**config.mk**
```make
export PLATFORM = sky130hd
export DESIGN_NAME = udp_txbuf_builder
export DESIGN_NICKNAME = d
export VERILOG_FILES = /design/src/rtl/udp_txbuf_builder.sv
export SDC_FILE = /design/constraint.sdc
export NUM_CORES = 2
export LEC_CHECK = 0
export BUFFER_PORTS_ARGS = -buffer_cell sky130_fd_sc_hd__buf_2
export CAP_MARGIN = 25
export CORE_MARGIN = 5
export CORE_UTILIZATION = 50
export CTS_CLUSTER_DIAMETER = 80
export DETAILED_ROUTE_END_ITERATION = 8
export MAX_ROUTING_LAYER = met4
export PLACE_DENSITY = 0.73
export SYNTH_ARGS = -nofsm -noshare
export SYNTH_HDL_FRONTEND = slang
export SYNTH_SLANG_ARGS = --single-unit
```
**constraint.sdc**
```tcl
create_clock -name clk -period 5.84 [get_ports clk]
set_clock_uncertainty 0.05 [all_clocks]
set_input_delay 0 -clock clk [delete_from_list [all_inputs] [get_ports clk]]
set_output_delay 0 -clock clk [all_outputs]
set_load 0.05 [all_outputs]
```
**src/rtl/udp_txbuf_builder.sv**
```systemverilog
// udp_txbuf_builder: packs an app byte stream plus UDP metadata into the ros2_ether TX buffer.
// Define UDP_TXBUF_OVERSIZE_DROP_EN to discard oversize frames instead of truncating them.
`ifndef UDP_TXBUF_AWIDTH
`define UDP_TXBUF_AWIDTH 6
`endif

module udp_txbuf_builder #(
    parameter int AWIDTH      = `UDP_TXBUF_AWIDTH,
    parameter int MAX_PAYLOAD = ((1 << AWIDTH) - 3) * 4
) (
    input  logic              clk,
    input  logic              rst,
    input  logic              app_start,
    output logic              app_start_ready,
    input  logic [31:0]       app_dst_ip,
    input  logic [15:0]       app_src_port,
    input  logic [15:0]       app_dst_port,
    input  logic [7:0]        app_tdata,
    input  logic              app_tvalid,
    input  logic              app_tlast,
    output logic              app_tready,
    output logic              busy,
    output logic              frame_sent,
    output logic              frame_dropped,
    input  logic              udp_txbuf_grant,
    output logic              udp_txbuf_rel,
    input  logic [AWIDTH-1:0] udp_txbuf_addr,
    input  logic              udp_txbuf_ce,
    output logic [31:0]       udp_txbuf_rdata
);

    localparam int          DEPTH   = 1 << AWIDTH;
    localparam logic [15:0] MAX_LEN = 16'(MAX_PAYLOAD);

    typedef enum logic [2:0] {
        S_IDLE,
        S_PAYLOAD,
        S_HDR0,
        S_HDR1,
        S_HDR2,
        S_REL
    } state_t;

    state_t state, state_nxt;

    logic [31:0] mem [DEPTH];

    logic [31:0] dst_ip_q;
    logic [15:0] src_port_q;
    logic [15:0] dst_port_q;
    logic [15:0] cnt_q;
    logic [31:0] pack_q;
    logic        over_q;
    logic        regrant_q;
    logic        dropped_q;

    logic              start;
    logic              accept;
    logic              in_range;
    logic              lane_last;
    logic              overflow;
    logic              drop_now;
    logic [31:0]       pack_word;
    logic [AWIDTH-1:0] pay_addr;
    logic              we;
    logic [AWIDTH-1:0] waddr;
    logic [31:0]       wdata;

    // A released buffer may only be refilled after the engine cycles grant.
    assign app_start_ready = (state == S_IDLE) & udp_txbuf_grant & ~regrant_q;
    assign start           = app_start & app_start_ready;
    assign app_tready      = (state == S_PAYLOAD) & udp_txbuf_grant;
    assign accept          = app_tvalid & app_tready;
    assign busy            = (state != S_IDLE);
    assign udp_txbuf_rel   = (state == S_REL);
    assign frame_sent      = (state == S_REL);
    assign frame_dropped   = dropped_q;

    assign in_range  = (cnt_q < MAX_LEN);
    assign lane_last = (cnt_q[1:0] == 2'd3);
    assign overflow  = over_q | ~in_range;
    assign pack_word = pack_q | ({24'd0, app_tdata} << {cnt_q[1:0], 3'b000});
    assign pay_addr  = AWIDTH'(cnt_q[15:2] + 14'd3);

    always_ff @(posedge clk) begin
        if (rst) begin
            state <= S_IDLE;
        end else begin
            state <= state_nxt;
        end
    end

    always_comb begin
        state_nxt = state;
        drop_now  = 1'b0;
        we        = 1'b0;
        waddr     = '0;
        wdata     = '0;
        unique case (state)
            S_IDLE: begin
                if (start) begin
                    state_nxt = S_PAYLOAD;
                end
            end
            S_PAYLOAD: begin
                if (!udp_txbuf_grant) begin
                    state_nxt = S_IDLE;
                    drop_now  = 1'b1;
                end else if (accept) begin
                    waddr = pay_addr;
                    if (in_range) begin
                        we    = lane_last | app_tlast;
                        wdata = pack_word;
                    end else begin
                        // Flush a partial word left behind by truncation.
                        we    = app_tlast & (cnt_q[1:0] != 2'd0);
                        wdata = pack_q;
                    end
                    if (app_tlast) begin
`ifdef UDP_TXBUF_OVERSIZE_DROP_EN
                        if (overflow) begin
                            state_nxt = S_IDLE;
                            drop_now  = 1'b1;
                        end else begin
                            state_nxt = S_HDR0;
                        end
`else
                        state_nxt = S_HDR0;
`endif
                    end
                end
            end
            S_HDR0: begin
                if (!udp_txbuf_grant) begin
                    state_nxt = S_IDLE;
                    drop_now  = 1'b1;
                end else begin
                    state_nxt = S_HDR1;
                    we        = 1'b1;
                    waddr     = AWIDTH'(0);
                    wdata     = dst_ip_q;
                end
            end
            S_HDR1: begin
                if (!udp_txbuf_grant) begin
                    state_nxt = S_IDLE;
                    drop_now  = 1'b1;
                end else begin
                    state_nxt = S_HDR2;
                    we        = 1'b1;
                    waddr     = AWIDTH'(1);
                    wdata     = {src_port_q, dst_port_q};
                end
            end
            S_HDR2: begin
                if (!udp_txbuf_grant) begin
                    state_nxt = S_IDLE;
                    drop_now  = 1'b1;
                end else begin
                    state_nxt = S_REL;
                    we        = 1'b1;
                    waddr     = AWIDTH'(2);
                    wdata     = {16'd0, cnt_q};
                end
            end
            S_REL: begin
                state_nxt = S_IDLE;
            end
            default: begin
                state_nxt = S_IDLE;
            end
        endcase
    end

    // Counter saturates at MAX_LEN so word 2 carries the truncated length.
    always_ff @(posedge clk) begin
        if (rst) begin
            dst_ip_q   <= '0;
            src_port_q <= '0;
            dst_port_q <= '0;
            cnt_q      <= '0;
            pack_q     <= '0;
            over_q     <= 1'b0;
            regrant_q  <= 1'b0;
            dropped_q  <= 1'b0;
        end else begin
            dropped_q <= drop_now;
            if (state == S_REL) begin
                regrant_q <= 1'b1;
            end else if (!udp_txbuf_grant) begin
                regrant_q <= 1'b0;
            end
            if (start) begin
                dst_ip_q   <= app_dst_ip;
                src_port_q <= app_src_port;
                dst_port_q <= app_dst_port;
                cnt_q      <= '0;
                pack_q     <= '0;
                over_q     <= 1'b0;
            end else if (accept) begin
                if (in_range) begin
                    cnt_q  <= cnt_q + 16'd1;
                    pack_q <= lane_last ? 32'd0 : pack_word;
                end else begin
                    over_q <= 1'b1;
                end
            end
        end
    end

    always_ff @(posedge clk) begin
        if (we) begin
            mem[waddr] <= wdata;
        end
    end

    always_ff @(posedge clk) begin
        if (rst) begin
            udp_txbuf_rdata <= '0;
        end else if (udp_txbuf_ce) begin
            udp_txbuf_rdata <= mem[udp_txbuf_addr];
        end
    end

endmodule

```
# Word level (Yosys, flattened, before mapping)
# Memories as Yosys holds them, arrays and structs flattened. A register that Yosys moved wholly into a read port is not among the register bits.
# Cells that the tools add are included.
# totals
regBits	117
ram_bits	2048
memories	1
# classes
add_sub_neg	2
order_cmp	1
n_eq_ne	10
shifts	1
mux	31
bitwise	10
reduce_logical	9
# memory_table
name	depth	word_bits	rd	rd_ports_with_merged_regs	write_ports	line_no	rtl
mem	64	32	1	1	1	46	logic [31:0] mem [DEPTH];
# ops
cell	n
$mux 32	6
$pmux 32 s4	1
$or 32x32->32	1
$shl 8x5->32	1
$mux 3	6
$pmux 6 s3	1
$add 16x1->16 const B	1
$lt 16x8->1 const B	1
$mux 16	1
$pmux 3 s5	1
$mux 6	2
$mux 1	10
$add 6x2->6 const B	1
$and 1x1->1	6
$eq 3x2->1 const B	2
$eq 3x3->1 const B	2
$ne 3x3->1 const B	2
$mux 2	2
$ne 2x2->1 const B	2
$reduce_or 2->1	2
$reduce_or 4->1	1
$eq 3x1->1 const B	1
$logic_not 3->1	1
$reduce_and 3->1	1
8 further kinds	9

# Longest topological paths before layout
# logic_depth
word_depth	8
mapped_depth	11
ltp_nobuf	7

# Least setup slack after synthesis
# Ideal clock, no wire load.
# synth_timing
path_type	register to register
startpoint	register state[1]
endpoint	memory mem[38][0], enable pin
arrival_ns	3.286
required_ns	5.369
path_slack_ns	2.083
stages_incl_launch_ff	7
n_path_buf	1
period_less_slack_ns	3.757
cell_sequence	dfxtp_1 -> and4bb_1 -> buf_2 -> nand2_1 -> a211oi_2 -> o211ai_1 -> nor2_1
# synth_between
elab_chain_len	8
# synth_lines
element	line_no	rtl
start, declared	44	state_t state, state_nxt;
start signal, assigned	89	state <= state_nxt;
$eq 3x1->1 (*)	72	assign app_tready = (state == S_PAYLOAD) & udp_txbuf_grant;
$and 1x1->1 (*)	72	
named net app_tready	21	output logic app_tready,
$and 1x1->1 (*)	73	assign accept = app_tvalid & app_tready;
$mux 1	109	end else if (accept) begin
$mux 1	106	if (!udp_txbuf_grant) begin
$pmux 1 s2	99	unique case (state)
$mux 1	212	if (we) begin
$mux 1 (implied by the code)	213	mem[waddr] <= wdata;
end, declared	46	
# The timed path passes the listed nets; every way through them passes the cells marked *.

# Worst setup path after layout
# layout_timing
startpoint	register state[0]
endpoint	memory mem[41][3], enable pin
# layout_between
elab_chain_len	8
# layout_lines
element	line_no
$eq 3x1->1	72, 99
$and 1x1->1	72
$and 1x1->1	73
$mux 1	109
$mux 1	106
$pmux 1 s2	99
$mux 1	212
$mux 1 (implied by the code)	213
# Parallel ways exist; a longest one is shown, timed or not.

==> results_dict.tcl <==
set metrics [dict create \
    clock-sinks 2197 \
    synth_top_area_cell "edfxtp_1" \
    drive_gt1_frac 0.2445 \
    vias_per_cell 6.367 \
    rsz0062_at_grt "false" \
    dr.pass1.iters 9 \
    drt-wirelength-per-cell_um 30.61 \
    root_buffer "clkbuf_16" \
    gp_congestion 0.8858 \
    row_count 151 \
    top_layer "met4" \
    wl_met3_mm 22.67 \
    synth_nets 4331 \
    synth_cell_types 67 \
    grt-ovfl-total 0 \
    numCtsBuffers 204 \
    routed_wl_mm 218.0 \
    area_delta_synth_final_pct 16.00 \
    num_vias 45340 \
    critPathMaxStageDelay_ns 1.10 \
    fp.dieH_um 421.5 \
    ctsHoldBuffers 249 \
    crit_chain "and4bb_1 > and2_1 > buf_4 > a21o_1 > nand2_1 > nor2_4 > buf_4" \
    cap_violations 0 \
    seq_area_frac_synth 0.7614 \
    clk_latency_ns 0.84 \
    p_total_mw 31.13 \
    critPathMaxFanout 36 \
    dieWidth_um 421.5 \
    start_kind "flop" \
    worst_pin_slew_ns 1.146 \
    final_area_sq_mm 0.09823 \
    htreeDepth 4 \
    grt_pass1_vias 45340 \
    power_leakage_nw 36.06 \
    period_needed_ns 4.392 \
    dp_hpwl_mm 126.1 \
    port_buffers 122 \
    grt_max_degree 112 \
    ant_nets 0 \
    syn_avg_cell_area_sq_um 19.96 \
    synthArstFlopShare 0 \
    wl_met2_mm 104.7 \
    slew_violations 0 \
    p_per_area_mw_per_mm2 316.9 \
    core-area_sq_mm 0.1689 \
    syn_area_sq_mm 0.08468 \
    grt_pass1_wl_mm 317.6 \
    synthFlopType "edfxtp_1" \
    status "finished, violations left" \
    track_usage 0.2502 \
    ys_warn_count 0 \
    antenna_found_initial 5 \
    cts_resized 0 \
    wl_met1_mm 83.40 \
    fmax_mhz 227.7 \
    io_pins 123 \
    end_kind "flop" \
    clkTransAtPathRegs_ns 0.07 \
    yosysTopAreaCellShare 0.7262 \
    synth_edf_count 2048 \
    final_nets 4823 \
    whs_ns 0.1168 \
    ir_drop_v 0.0003348 \
    min_path_type "in2reg" \
    setup_viol 0 \
    relSlewSlack 0.2159 \
    violations "design-rule violations" \
    final_cell_mix "2048 x edfxtp_1, 458 x mux4_2, 290 x nand2_1" \
    path_class "reg2reg" \
    initial_core_util 0.5014 \
    arrival_ns 4.87 \
    ys_ff_latch 2197 \
    dieArea_sq_mm 0.1777 \
    synthesis.instances 4242 \
    cts_buffer_depth 3 \
    ys_top_cells_by_area "edfxtp_1 73%, mux4_2 12%, dfxtp_1 3.5%" \
    crit_top_cell "buf_4" \
    final_common_cell "edfxtp_1" \
    fin_setup_tns_ns 0 \
    cpMaxStageDelayCell "nor2_4" \
    dpl-instance-area_sq_mm 0.08912 \
    final-hold-violation-count 0 \
    drt_iter0_markers 6612 \
    cts_setup_buffers 0 \
    fin_crit_sh 0.7521 \
    drc 3 \
    critPathRequiredTime_ns 6.32 \
    n_fill_cell 11750 \
    cts_tree "done" \
]
-- metal layers --
metal	vias up	global-route usage
li1	18440	-
met1	23440	0.3411
met2	2926	0.3874
met3	537	0.04945
met4	0	0.07774
met5	-	-
-- Yosys cell counts (18+ instances only) --
| master | number |
|---|---|
| edfxtp_1 | 2048 |
| mux4_2 | 458 |
| nand2_1 | 306 |
| mux2i_1 | 231 |
| nor2_1 | 155 |
| dfxtp_1 | 149 |
| a21oi_1 | 145 |
| clkbuf_1 | 110 |
| nand3_1 | 60 |
| buf_4 | 56 |
| buf_2 | 53 |
| o22ai_1 | 42 |
| o21ai_0 | 41 |
| a222oi_1 | 39 |
| mux2_2 | 35 |
| a221oi_1 | 25 |
| o21a_1 | 19 |
| a22oi_1 | 18 |
-- final cells by class --
| type | instances | area (sq um) | area share |
|---|---|---|---|
| clock buffers | 269 | 5557 | 0.05657 |
| inverters | 9 | 33.78 | 0.0003439 |
| clock inverters | 103 | 864.6 | 0.008802 |
| diodes | 3 | 7.507 | 0.00007643 |
| multi-input cells | 1785 | 19530 | 0.1988 |
| well taps | 2218 | 2775 | 0.02825 |
| flip-flops and latches | 2197 | 64480 | 0.6564 |
| repair buffers | 537 | 4982 | 0.05072 |
-- through the flow --
step | std cells | setup slack (ns) | util
final | 7121 | 1.448 | 0.5816
after global routing | 7121 | 1.343 | 0.5816
after CTS | 7109 | 1.632 | 0.5804
after detailed placement | 6488 | 1.626 | 0.5276
after global placement | 6458 | 1.704 | 0.5241
after floorplan | 4242 | 2.083 | -
-- path summary, 6_finish.rpt --
kind / startpoint / to / slack [ns] / depth (start not counted)
worst max-delay path: state[0] / mem[41][3] / 1.45 / 7
worst max register to register: state[0] / mem[41][3] / 1.45 / 7
worst min register to register: pack_q[5] / pack_q[5] / 0.42 / 2
worst min-delay path: app_tdata[6] / pack_q[22] / 0.12 / 4
-- flip-flops by register name, summed over array words and instances (netlist names) --
signal / count
state: 3
regrant_q: 1
dst_ip_q: 32
frame_dropped: 1
src_port_q: 16
dst_port_q: 16
pack_q: 32
cnt_q: 16
mem: 2048
udp_txbuf_rdata: 32
-- kinds of logic (layout without fill, tap and decap cells) --
logic type | after synthesis | after routing | share of synthesized area
buffers and inverters | 260 | 918 | 0.01619
XOR/XNOR | 10 | 10 | 0.001034
flip-flops | 2197 | 2197 | 0.7614
other | 0 | 3 | 0
AND/OR/NAND/NOR | 605 | 605 | 0.03084
multiplexers | 725 | 725 | 0.1539
AO/OA/AOI/OAI | 441 | 441 | 0.03601
adder cells (fa/ha/maj) | 4 | 4 | 0.0005910
-- critical path, delay by kind of cell (launching register included) --
kind                   cells  cell delay, ns
DFF                        1            0.49
buffers and inverters      2            0.78
AOI/OAI and AO/OA          1            0.25
and+or+nand+nor            4            2.50
-- power by group --
group / internal, mW / switching, mW / leakage (nW) / total (mW)
combinational: 0.457 / 0.709 / 8.93 / 1.17
clock: 7.24 / 5.68 / 3.14 / 12.9
sequential: 17.0 / 0.0426 / 24.0 / 17.0
Note: power is estimated with default switching activity, not from simulation.
